===== config.mk =====
export PLATFORM = sky130hd
export DESIGN_NAME = chip_valve_sequencer_flat
export DESIGN_NICKNAME = d
export VERILOG_FILES = /design/src/rtl/chip_valve_sequencer_if.sv /design/src/rtl/chip_valve_sequencer.sv /design/src/flat_wrapper.sv
export SDC_FILE = /design/constraint.sdc
export NUM_CORES = 1
export LEC_CHECK = 0
export ABC_AREA = 1
export CAP_MARGIN = 10
export CORE_UTILIZATION = 59
export CTS_CLUSTER_SIZE = 8
export DETAILED_ROUTE_END_ITERATION = 16
export PLACE_DENSITY = 0.88
export SLEW_MARGIN = 10
export SYNTH_ARGS = -nofsm -noshare
export SYNTH_HDL_FRONTEND = slang
export SYNTH_SLANG_ARGS = --single-unit
export TNS_END_PERCENT = 50

===== constraint.sdc =====
create_clock -name clk -period 4.7 [get_ports clk]
set_clock_uncertainty 0.2 [all_clocks]
set_input_delay 0.94 -clock clk [delete_from_list [all_inputs] [get_ports clk]]
set_output_delay 0.94 -clock clk [all_outputs]
set_load 0.03 [all_outputs]

===== src/rtl/chip_valve_sequencer_if.sv =====
// Command/status/valve bundle between a controller and the ChIP valve sequencer.
// master = command issuer, slave = sequencer.
interface chip_valve_sequencer_if;
   logic       cmd_valid;
   logic       cmd_ready;
   logic [2:0] cmd_inlet;
   logic [7:0] cmd_strokes;
   logic       abort;
   logic       busy;
   logic       done;
   logic       aborted;
   logic       err_inlet;
   logic [7:0] stroke_cnt;
   logic [4:0] ctrl_inlet;
   logic [2:0] pump;
   logic [4:0] flush_inlet;
   logic [2:0] flush_pump;

   modport master (
      output cmd_valid, cmd_inlet, cmd_strokes, abort,
      input  cmd_ready, busy, done, aborted, err_inlet, stroke_cnt,
      input  ctrl_inlet, pump, flush_inlet, flush_pump
   );

   modport slave (
      input  cmd_valid, cmd_inlet, cmd_strokes, abort,
      output cmd_ready, busy, done, aborted, err_inlet, stroke_cnt,
      output ctrl_inlet, pump, flush_inlet, flush_pump
   );
endinterface


===== src/rtl/chip_valve_sequencer.sv =====
// Valve sequencer for the ChIP chip: open inlet, run N peristaltic strokes, close, optional flush.
// Optional flush phase is compiled in with `define CHIP_SEQ_FLUSH_EN.
module chip_valve_sequencer #(
   parameter int PHASE_CYCLES  = 1000,
   parameter int SETTLE_CYCLES = 50,
   parameter int FLUSH_CYCLES  = 200
) (
   input  logic                        clk,
   input  logic                        rst_n,
   chip_valve_sequencer_if.slave       bus
);

   localparam int MAX_A  = (PHASE_CYCLES > SETTLE_CYCLES) ? PHASE_CYCLES : SETTLE_CYCLES;
   localparam int MAX_P  = (MAX_A > FLUSH_CYCLES) ? MAX_A : FLUSH_CYCLES;
   localparam int TW     = $clog2(MAX_P) + 1;
   localparam logic [TW-1:0] PHASE_LOAD  = TW'(PHASE_CYCLES - 1);
   localparam logic [TW-1:0] SETTLE_LOAD = TW'(SETTLE_CYCLES - 1);

   typedef enum logic [2:0] {
      S_IDLE, S_SETTLE, S_PUMP, S_CLOSE, S_FLUSH, S_DONE
   } state_t;

   state_t        state_reg;
   logic [TW-1:0] timer_reg;
   logic [2:0]    phase_reg;
   logic [2:0]    inlet_reg;
   logic [7:0]    strokes_reg;
   logic [7:0]    stroke_cnt_reg;
   logic [4:0]    ctrl_inlet_reg;
   logic [2:0]    pump_reg;
   logic          busy_reg;
   logic          done_reg;
   logic          aborted_reg;
   logic          err_inlet_reg;
   logic [7:0]    stroke_cnt_next;

   assign stroke_cnt_next = stroke_cnt_reg + 8'd1;

   // Six-step peristaltic pattern; 0 = valve open.
   function automatic logic [2:0] pump_pattern(input logic [2:0] ph);
      case (ph)
         3'd0:    pump_pattern = 3'b101;
         3'd1:    pump_pattern = 3'b100;
         3'd2:    pump_pattern = 3'b110;
         3'd3:    pump_pattern = 3'b010;
         3'd4:    pump_pattern = 3'b011;
         3'd5:    pump_pattern = 3'b001;
         default: pump_pattern = 3'b111;
      endcase
   endfunction

`ifdef CHIP_SEQ_FLUSH_EN
   localparam logic [TW-1:0] FLUSH_LOAD = TW'(FLUSH_CYCLES - 1);
   logic [4:0] flush_inlet_reg;
   logic [2:0] flush_pump_reg;
`endif

   always_ff @(posedge clk or negedge rst_n) begin
      if (!rst_n) begin
         state_reg      <= S_IDLE;
         timer_reg      <= '0;
         phase_reg      <= '0;
         inlet_reg      <= '0;
         strokes_reg    <= '0;
         stroke_cnt_reg <= '0;
         ctrl_inlet_reg <= 5'b11111;
         pump_reg       <= 3'b111;
         busy_reg       <= 1'b0;
         done_reg       <= 1'b0;
         aborted_reg    <= 1'b0;
         err_inlet_reg  <= 1'b0;
`ifdef CHIP_SEQ_FLUSH_EN
         flush_inlet_reg <= '0;
         flush_pump_reg  <= '0;
`endif
      end else begin
         done_reg      <= 1'b0;
         err_inlet_reg <= 1'b0;
         case (state_reg)
            S_IDLE: begin
               if (bus.cmd_valid && !busy_reg) begin
                  if (bus.cmd_inlet > 3'd4) begin
                     err_inlet_reg <= 1'b1;
                  end else if (bus.cmd_strokes == 8'd0) begin
                     stroke_cnt_reg <= '0;
                     aborted_reg    <= 1'b0;
                     busy_reg       <= 1'b1;
                     done_reg       <= 1'b1;
                     state_reg      <= S_DONE;
                  end else begin
                     inlet_reg      <= bus.cmd_inlet;
                     strokes_reg    <= bus.cmd_strokes;
                     stroke_cnt_reg <= '0;
                     aborted_reg    <= 1'b0;
                     busy_reg       <= 1'b1;
                     ctrl_inlet_reg <= ~(5'd1 << bus.cmd_inlet);
                     timer_reg      <= SETTLE_LOAD;
                     state_reg      <= S_SETTLE;
                  end
               end
            end
            S_SETTLE, S_PUMP: begin
               if (bus.abort) begin
                  // Partial stroke is dropped; stroke_cnt keeps only completed strokes.
                  aborted_reg    <= 1'b1;
                  ctrl_inlet_reg <= 5'b11111;
                  pump_reg       <= 3'b111;
                  timer_reg      <= SETTLE_LOAD;
                  state_reg      <= S_CLOSE;
               end else if (timer_reg != '0) begin
                  timer_reg <= timer_reg - TW'(1);
               end else if (state_reg == S_SETTLE) begin
                  phase_reg      <= 3'd0;
                  pump_reg       <= pump_pattern(3'd0);
                  ctrl_inlet_reg <= ~(5'd1 << inlet_reg);
                  timer_reg      <= PHASE_LOAD;
                  state_reg      <= S_PUMP;
               end else if (phase_reg == 3'd5) begin
                  stroke_cnt_reg <= stroke_cnt_next;
                  if (stroke_cnt_next == strokes_reg) begin
                     ctrl_inlet_reg <= 5'b11111;
                     pump_reg       <= 3'b111;
                     timer_reg      <= SETTLE_LOAD;
                     state_reg      <= S_CLOSE;
                  end else begin
                     phase_reg <= 3'd0;
                     pump_reg  <= pump_pattern(3'd0);
                     timer_reg <= PHASE_LOAD;
                  end
               end else begin
                  phase_reg <= phase_reg + 3'd1;
                  pump_reg  <= pump_pattern(phase_reg + 3'd1);
                  timer_reg <= PHASE_LOAD;
               end
            end
            S_CLOSE: begin
               if (timer_reg != '0) begin
                  timer_reg <= timer_reg - TW'(1);
               end else begin
`ifdef CHIP_SEQ_FLUSH_EN
                  flush_inlet_reg <= 5'd1 << inlet_reg;
                  flush_pump_reg  <= 3'b111;
                  timer_reg       <= FLUSH_LOAD;
                  state_reg       <= S_FLUSH;
`else
                  done_reg  <= 1'b1;
                  state_reg <= S_DONE;
`endif
               end
            end
`ifdef CHIP_SEQ_FLUSH_EN
            S_FLUSH: begin
               if (timer_reg != '0) begin
                  timer_reg <= timer_reg - TW'(1);
               end else begin
                  flush_inlet_reg <= '0;
                  flush_pump_reg  <= '0;
                  done_reg        <= 1'b1;
                  state_reg       <= S_DONE;
               end
            end
`endif
            S_DONE: begin
               busy_reg  <= 1'b0;
               state_reg <= S_IDLE;
            end
            default: begin
               busy_reg  <= 1'b0;
               state_reg <= S_IDLE;
            end
         endcase
      end
   end

   assign bus.cmd_ready  = !busy_reg;
   assign bus.busy       = busy_reg;
   assign bus.done       = done_reg;
   assign bus.aborted    = aborted_reg;
   assign bus.err_inlet  = err_inlet_reg;
   assign bus.stroke_cnt = stroke_cnt_reg;
   assign bus.ctrl_inlet = ctrl_inlet_reg;
   assign bus.pump       = pump_reg;
`ifdef CHIP_SEQ_FLUSH_EN
   assign bus.flush_inlet = flush_inlet_reg;
   assign bus.flush_pump  = flush_pump_reg;
`else
   assign bus.flush_inlet = '0;
   assign bus.flush_pump  = '0;
`endif

endmodule


===== src/flat_wrapper.sv =====
// flat-port wrapper written by rule: the top's interface ports become plain ports
module chip_valve_sequencer_flat 
#(
   parameter int PHASE_CYCLES  = 1000,
   parameter int SETTLE_CYCLES = 50,
   parameter int FLUSH_CYCLES  = 200
)
  (clk, rst_n, bus_cmd_valid, bus_cmd_inlet, bus_cmd_strokes, bus_abort, bus_cmd_ready, bus_busy, bus_done, bus_aborted, bus_err_inlet, bus_stroke_cnt, bus_ctrl_inlet, bus_pump, bus_flush_inlet, bus_flush_pump);
  chip_valve_sequencer_if bus_i ();
  input  logic clk;
  input  logic rst_n;
  input wire logic [$bits(bus_i.cmd_valid)-1:0] bus_cmd_valid;
  input wire logic [$bits(bus_i.cmd_inlet)-1:0] bus_cmd_inlet;
  input wire logic [$bits(bus_i.cmd_strokes)-1:0] bus_cmd_strokes;
  input wire logic [$bits(bus_i.abort)-1:0] bus_abort;
  output wire logic [$bits(bus_i.cmd_ready)-1:0] bus_cmd_ready;
  output wire logic [$bits(bus_i.busy)-1:0] bus_busy;
  output wire logic [$bits(bus_i.done)-1:0] bus_done;
  output wire logic [$bits(bus_i.aborted)-1:0] bus_aborted;
  output wire logic [$bits(bus_i.err_inlet)-1:0] bus_err_inlet;
  output wire logic [$bits(bus_i.stroke_cnt)-1:0] bus_stroke_cnt;
  output wire logic [$bits(bus_i.ctrl_inlet)-1:0] bus_ctrl_inlet;
  output wire logic [$bits(bus_i.pump)-1:0] bus_pump;
  output wire logic [$bits(bus_i.flush_inlet)-1:0] bus_flush_inlet;
  output wire logic [$bits(bus_i.flush_pump)-1:0] bus_flush_pump;
  assign bus_i.cmd_valid = bus_cmd_valid;
  assign bus_i.cmd_inlet = bus_cmd_inlet;
  assign bus_i.cmd_strokes = bus_cmd_strokes;
  assign bus_i.abort = bus_abort;
  assign bus_cmd_ready = bus_i.cmd_ready;
  assign bus_busy = bus_i.busy;
  assign bus_done = bus_i.done;
  assign bus_aborted = bus_i.aborted;
  assign bus_err_inlet = bus_i.err_inlet;
  assign bus_stroke_cnt = bus_i.stroke_cnt;
  assign bus_ctrl_inlet = bus_i.ctrl_inlet;
  assign bus_pump = bus_i.pump;
  assign bus_flush_inlet = bus_i.flush_inlet;
  assign bus_flush_pump = bus_i.flush_pump;
  chip_valve_sequencer #(.PHASE_CYCLES(PHASE_CYCLES), .SETTLE_CYCLES(SETTLE_CYCLES), .FLUSH_CYCLES(FLUSH_CYCLES)) u_core (.clk(clk), .rst_n(rst_n), .bus(bus_i));
endmodule

==> results.yml, run 1 <==
outcome:
  status: "completed"
critical_path:
  path_delay_family: "buffers and inverters"
  required_ps: 4690
  path_class: "in2reg"
  cpMaxStageDelayCell: "clkdlybuf4s50_1"
  cp-end-kind: "register"
  crit_arrival_ps: 2830
  critPathMaxStageDelay_ps: 480
  critPathMaxFanout: 15
  path_cells: "clkdlybuf4s50_1 > o21ai_2 > inv_1 > o21ai_4 > nand4_2 > inv_2 > nand2_1 > nor2_1 > nor3_1"
  crit_buf_inv: 3
  crit_path_start_kind: "input port"
synthesis:
  yosys-top-cells-count: "nand2_1, inv_1, dfrtp_1"
  ys.flop_type: "dfrtp_1"
  syn_area_per_cell_sq_um: 7.283
  synth.top_cell.area_share: 0.3241
  synthArstFlopShare: 1.000
  synth_cell_type_count: 40
  synth_edf_count: 0
  synth_top_cell_by_area: "dfrtp_1"
  yosys-top-cells-area: "dfrtp_1, nand2_1, inv_1"
  synth_warnings: 0
  yosysMostFrequentCell: "nand2_1"
  synth-seq-cells: 48
  netlist_area_sq_um: 3088
  synth_cells: 424
  ys_seq_area_frac: 0.3922
timing:
  tightest_slew_ps: 1055
  finalSetupTns_ps: 0
  relSlewSlack: 0.2969
  fin_crit_ps: 2839
  whs_ps: 294.7
  fin_ws_ps: 1861
  rsz0062_at_grt: "no"
  setup_viol: 0
  maxSlewViolCount: 0
  max_freq_mhz: 352.2
  post-route-period-util: 0.6041
  finalHoldViolations: 0
floorplanning:
  start_util: 0.6328
  die_h_microns: 74.35
  ios: 44
  die_w_microns: 74.35
  core_sq_um: 4880
  dieArea_sq_um: 5527
  rows: 25
power_and_ir_drop:
  p_comb_frac: 0.550
  power.density_nw_per_um2: 609.7
  clkPwrFrac: 0.122
  p_leak_uw: 0.001715
  p_sw_frac: 0.4960
  pwr-share-seq: 0.328
  internal-power_uw: 1087
  peakVddDrop_mv: 0.5160
  switching_power_uw: 1070
  power_uw: 2157
routing:
  drt_iter0_drc: 234
  drtPass1Iterations: 5
  vias_per_cell: 5.364
  via_count: 2827
  wl_microns: 6933
  wl_per_cell_microns: 13.16
  antenna_left: 0
  post-route-drc-count: 0
clock_tree:
  ctsResizeCount: 0
  cts_hold_buf: 0
  cts_max_level: 2
  cts_root_buffer: "clkbuf_8"
  clk_latency_ps: 310
  clock_sinks: 48
  clockBufferDepth: 2
  postCtsSetupBuffers: 0
  cts_made_buffers: 5
  cts_tree: "yes"
  clk_pin_slew_ps: 90
finish:
  area_growth_pct: 14.55
  diodes: 0
  fin_util: 0.7249
  nets: 477
  largest_register_ffs: 11
  drive_gt1_frac: 0.1043
place:
  portBuffers: 35
  dp_slack_ps: 1540
  place_hpwl_microns: 5165
  gp_congestion: 0.8831
grt:
  antenna_found_initial: 0
  grt_pass1_wl_microns: 11620
  gr-total-overflow: 0
  grt_pass1_vias: 2562
  grt_max_degree: 49
  gr-usage-all-layers: 0.2791
flow_run:
  max_cap_viol_count: 0
hold_path:
  hold_path.class: "reg2reg"
## area by class of cell
type / instances / area [sq um]
clock inverter: 2 / 13.76
timing repair buffer: 35 / 345.3
sequential: 48 / 1211
multi-input combinational: 307 / 1568
inverter: 62 / 232.7
clock buffer: 6 / 82.58
tap: 67 / 83.83
fill: 407 / 1343
## power by group through the flow
stage / Sequential (uW) / Clock [uW] / Combinational [uW]
finish: 707 / 264 / 1190
global placement: 700 / 0 / 1140
CTS: 701 / 267 / 1190
detailed placement: 704 / 0 / 1180
floorplan: 761 / 0 / 823
global route: 722 / 282 / 1310
## per-layer routing
metal / part of all wire / global-route usage / vias to the layer above
li1: - / - / 1420
met2: 0.47 / 0.4505 / 104
met1: 0.46 / 0.3835 / 1290
met5: 0 / 0 / -
met4: 0.017 / 0.09434 / 0
met3: 0.056 / 0.04878 / 13
## per-stage QoR
step,std cells,area (sq um)
final,527,3537
after global routing,527,3537
after CTS,527,3537
after detailed placement,519,3441
after global placement,519,3441
after floorplan,431,3114
## worst register-to-register path, stage by stage (launching register included)
cell and delay [ps]:
dfrtp_1 410, inv_1 140, ha_1 190, nand3_1 120
nor3_4 220, nand2_1 130, nand4_2 210, inv_2 180
nand2_1 110, nor2_1 50, nor3_1 200
## layout by cell type, fill, tap and decap left out, types with 2 or more instances in the layout
cell and count:
a21oi_1 7, clkbuf_8 6, clkdlybuf4s50_1 34, conb_1 8, dfrtp_1 40, dfstp_2 8
ha_1 3, inv_1 59, inv_2 2, nand2_1 116, nand2_2 8, nand2_4 2
nand3_1 36, nand4_1 13, nor2_1 38, nor2_2 2, nor2_4 5, nor3_1 5
o21ai_0 26, o21ai_1 7, o21ai_2 6, o21ai_4 2, o21bai_1 2, o31ai_1 3
xnor2_1 2, xor2_1 5
## final timing paths
check / slack [ps] / end / from / cells past startpoint
max in group asynchronous: 3030 / u_core.bus.stroke_cnt[2]$_DFFE_PN0P_ / rst_n / 1
setup reg to reg: 2440 / u_core.timer_reg[3]$_DFFE_PN0P_ / u_core.timer_reg[0]$_DFFE_PN0P_ / 10
hold / removal: 290 / u_core.bus.ctrl_inlet[1]$_DFFE_PN1P_ / u_core.bus.ctrl_inlet[1]$_DFFE_PN1P_ / 2
setup / recovery: 1860 / u_core.timer_reg[3]$_DFFE_PN0P_ / bus_cmd_inlet[0] / 9
min in group asynchronous: 610 / u_core.strokes_reg[3]$_DFFE_PN0P_ / rst_n / 1
hold reg to reg: 290 / u_core.bus.ctrl_inlet[1]$_DFFE_PN1P_ / u_core.bus.ctrl_inlet[1]$_DFFE_PN1P_ / 2
## kinds of logic (layout without fill, tap and decap cells)
| group | count (synthesis) | after routing | synth area share |
|---|---|---|---|
| AO/OA/AOI/OAI | 59 | 59 | 0.1195 |
| XOR/XNOR | 7 | 7 | 0.01985 |
| adder cells (fa/ha/maj) | 3 | 3 | 0.01216 |
| buffers and inverters | 76 | 105 | 0.1086 |
| flip-flops | 48 | 48 | 0.3922 |
| other | 1 | 8 | 0.001214 |
| AND/OR/NAND/NOR | 230 | 230 | 0.3464 |
(Power assumes the default switching activity.)
==> run 2: changes to the inputs <==
- CORE_UTILIZATION: 59 -> 55
- PLACE_DENSITY: 0.88 -> 0.83
- clock period: 4.7 -> 2.65 ns (I/O delays scaled with it)
==> run 2 against run 1 <==
Compared with the run above:
- utilization is 4.7 points lower
- global-route usage is 2.6 points lower
- critical path depth increased by 3
- worst hold slack lost 180 ps
- cell count increased by 1.5%
- sequential power rose by 74%
- via count is 1.8% lower
- design area grew 1.1%
- clock-buffer cell count stayed put
- flip-flop and latch count stayed put
- first-iteration DRC count rose by 6.4%
- non-clock buffer count is 5 higher
- largest power group unchanged
- highest routed layer unchanged
==> results.yml, run 2 (same netlist as run 1, synthesis figures left out) <==
outcome:
  status: "completed"
critical_path:
  critPathMaxFanout: 5
  cpMaxStageDelayCell: "dfrtp_1"
  cp-end-kind: "register"
  path_cells: "ha_1 > nand2_1 > nand2_1 > nand2_1 > nand2_1 > nor2_1 > nand3_1 > nor2_1 > nand2_1 > nand2_2 > nand3_2 > a21oi_1"
  crit_start: "u_core.bus.stroke_cnt[0]$_DFFE_PN0P_"
  cpMostUsedCell: "nand2_1"
  reg2reg_to: "u_core.state_reg[2]$_DFFE_PN0P_"
  crit_path_start_kind: "register"
  crit_arrival_ps: 2330
  rrSetupSlack_ps: 330
  worst-path-stages: 12
  critPathCapture: "u_core.state_reg[2]$_DFFE_PN0P_"
  path_delay_family: "simple AND/OR/NAND/NOR gates"
  rr_worst_depth: 12
  required_ps: 2660
  crit_buf_inv: 0
  critPathMaxStageDelay_ps: 430
  path_class: "reg2reg"
  timing.rr.start: "u_core.bus.stroke_cnt[0]$_DFFE_PN0P_"
grt:
  grt_pass1_wl_microns: 11960
  antenna_found_initial: 0
  grt_pass1_vias: 2664
  grt_max_degree: 37
  gr-total-overflow: 0
  gr-usage-all-layers: 0.2534
routing:
  wl_per_cell_microns: 12.45
  drt_iter0_drc: 249
  drtPass1Iterations: 5
  vias_per_cell: 5.189
  wl_microns: 6661
  via_count: 2776
  antenna_left: 0
  post-route-drc-count: 0
finish:
  largest_register_ffs: 11
  area_growth_pct: 15.76
  seqCellArea_sq_um: 1211
  fill_cells: 454
  final_common_cell: "nand2_1"
  nets: 482
  diodes: 0
  drive_gt1_frac: 0.1140
  multi_input_area_sq_um: 1568
  layout_common_cells: "nand2_1, inv_1, dfrtp_1"
clock_tree:
  clk_pin_slew_ps: 90
  cts_max_level: 2
  clk_latency_ps: 300
  clockBufferDepth: 2
  clock_sinks: 48
  cts_hold_buf: 0
  cts_tree: "yes"
  cts_made_buffers: 5
  cts_root_buffer: "clkbuf_8"
  postCtsSetupBuffers: 0
  ctsResizeCount: 0
floorplanning:
  rows: 26
  ios: 44
  dieArea_sq_um: 5918
  die_w_microns: 76.93
  die_h_microns: 76.93
  core_sq_um: 5270
  start_util: 0.5859
place:
  portBuffers: 35
  gp_congestion: 0.8967
  dp_slack_ps: 165.3
  place_hpwl_microns: 5103
timing:
  rsz0062_at_grt: "no"
  maxSlewViolCount: 0
  whs_ps: 110.7
  fin_ws_ps: 327.4
  tightest_slew_ps: 800.3
  post-route-period-util: 0.8764
  finalHoldViolations: 0
  fin_crit_ps: 2323
  max_freq_mhz: 430.6
  setup_viol: 0
  relSlewSlack: 0.4665
  finalSetupTns_ps: 0
power_and_ir_drop:
  p_sw_frac: 0.4883
  pwr-share-seq: 0.321
  switching_power_uw: 1868
  peakVddDrop_mv: 0.7804
  p_leak_uw: 0.001739
  power.density_nw_per_um2: 1070
  p_comb_frac: 0.560
  clkPwrFrac: 0.119
  power_uw: 3826
  internal-power_uw: 1958
flow_run:
  max_cap_viol_count: 0
hold_path:
  hold_path.class: "in2async"
run 2: cell types whose count changed in the layout (fill, tap and decap cells not counted), sizes merged:
cell,before,now
buf,1,6
clkinv,2,3
inv,62,61
run 2: worst min-delay path by stage:
stage	slack, ps	to	depth (start not counted)
after global placement	270	u_core.bus.ctrl_inlet[4]$_DFFE_PN1P_	2
final	110	u_core.strokes_reg[0]$_DFFE_PN0P_	1
after global routing	190	u_core.phase_reg[0]$_DFFE_PN0P_	1
after floorplan	30	u_core.bus.aborted$_DFFE_PN0P_	0
after detailed placement	270	u_core.bus.ctrl_inlet[3]$_DFFE_PN1P_	2
after CTS	130	u_core.strokes_reg[0]$_DFFE_PN0P_	1
run 2: stage by stage:
stage / instance area, sq um / cells / util
2_1_floorplan: 3114 / 431 / -
3_3_place_gp: 3482 / 527 / 0.6607
3_5_place_dp: 3482 / 527 / 0.6607
4_1_cts: 3575 / 535 / 0.6783
5_1_grt: 3575 / 535 / 0.6783
6_report: 3575 / 535 / 0.6783
run 2: per-layer routing:
metal  share of wire  track usage  vias to the layer above
met2            0.47       0.4116                       63
met3           0.043      0.02857                       11
met4           0.014      0.08462                        0
met5               0            0                        -
met1            0.47       0.3519                     1274
li1                -            -                     1428
run 2: final cells by class:
cell class                 instances  share of cell area
multi-input combinational        307              0.4386
sequential                        48              0.3388
timing repair buffer              40              0.1071
inverter                          62             0.06510
tap                               70             0.02450
clock buffer                       6             0.02310
clock inverter                     2            0.002800
run 2: worst reg2reg max path, stage by stage (launching register included):
cell,delay [ps]
dfrtp_1,430
ha_1,250
nand2_1,150
nand2_1,110
nand2_1,60
nand2_1,40
nor2_1,180
nand3_1,110
nor2_1,180
nand2_1,90
nand2_2,130
nand3_2,110
a21oi_1,190
run 2: power groups by stage:
stage               combinational [uW]  sequential (uW)  clock [uW]
global placement                  2080             1240           0
global route                      2400             1260         484
CTS                               2150             1230         458
detailed placement                2130             1240           0
floorplan                         1460             1350           0
finish                            2140             1230         454
==> run 3: changes to the inputs <==
- CTS_CLUSTER_DIAMETER: not set -> 120
==> results of run 3 <==
Same layout as run 2: the final DEF is identical, and so are final timing and power.
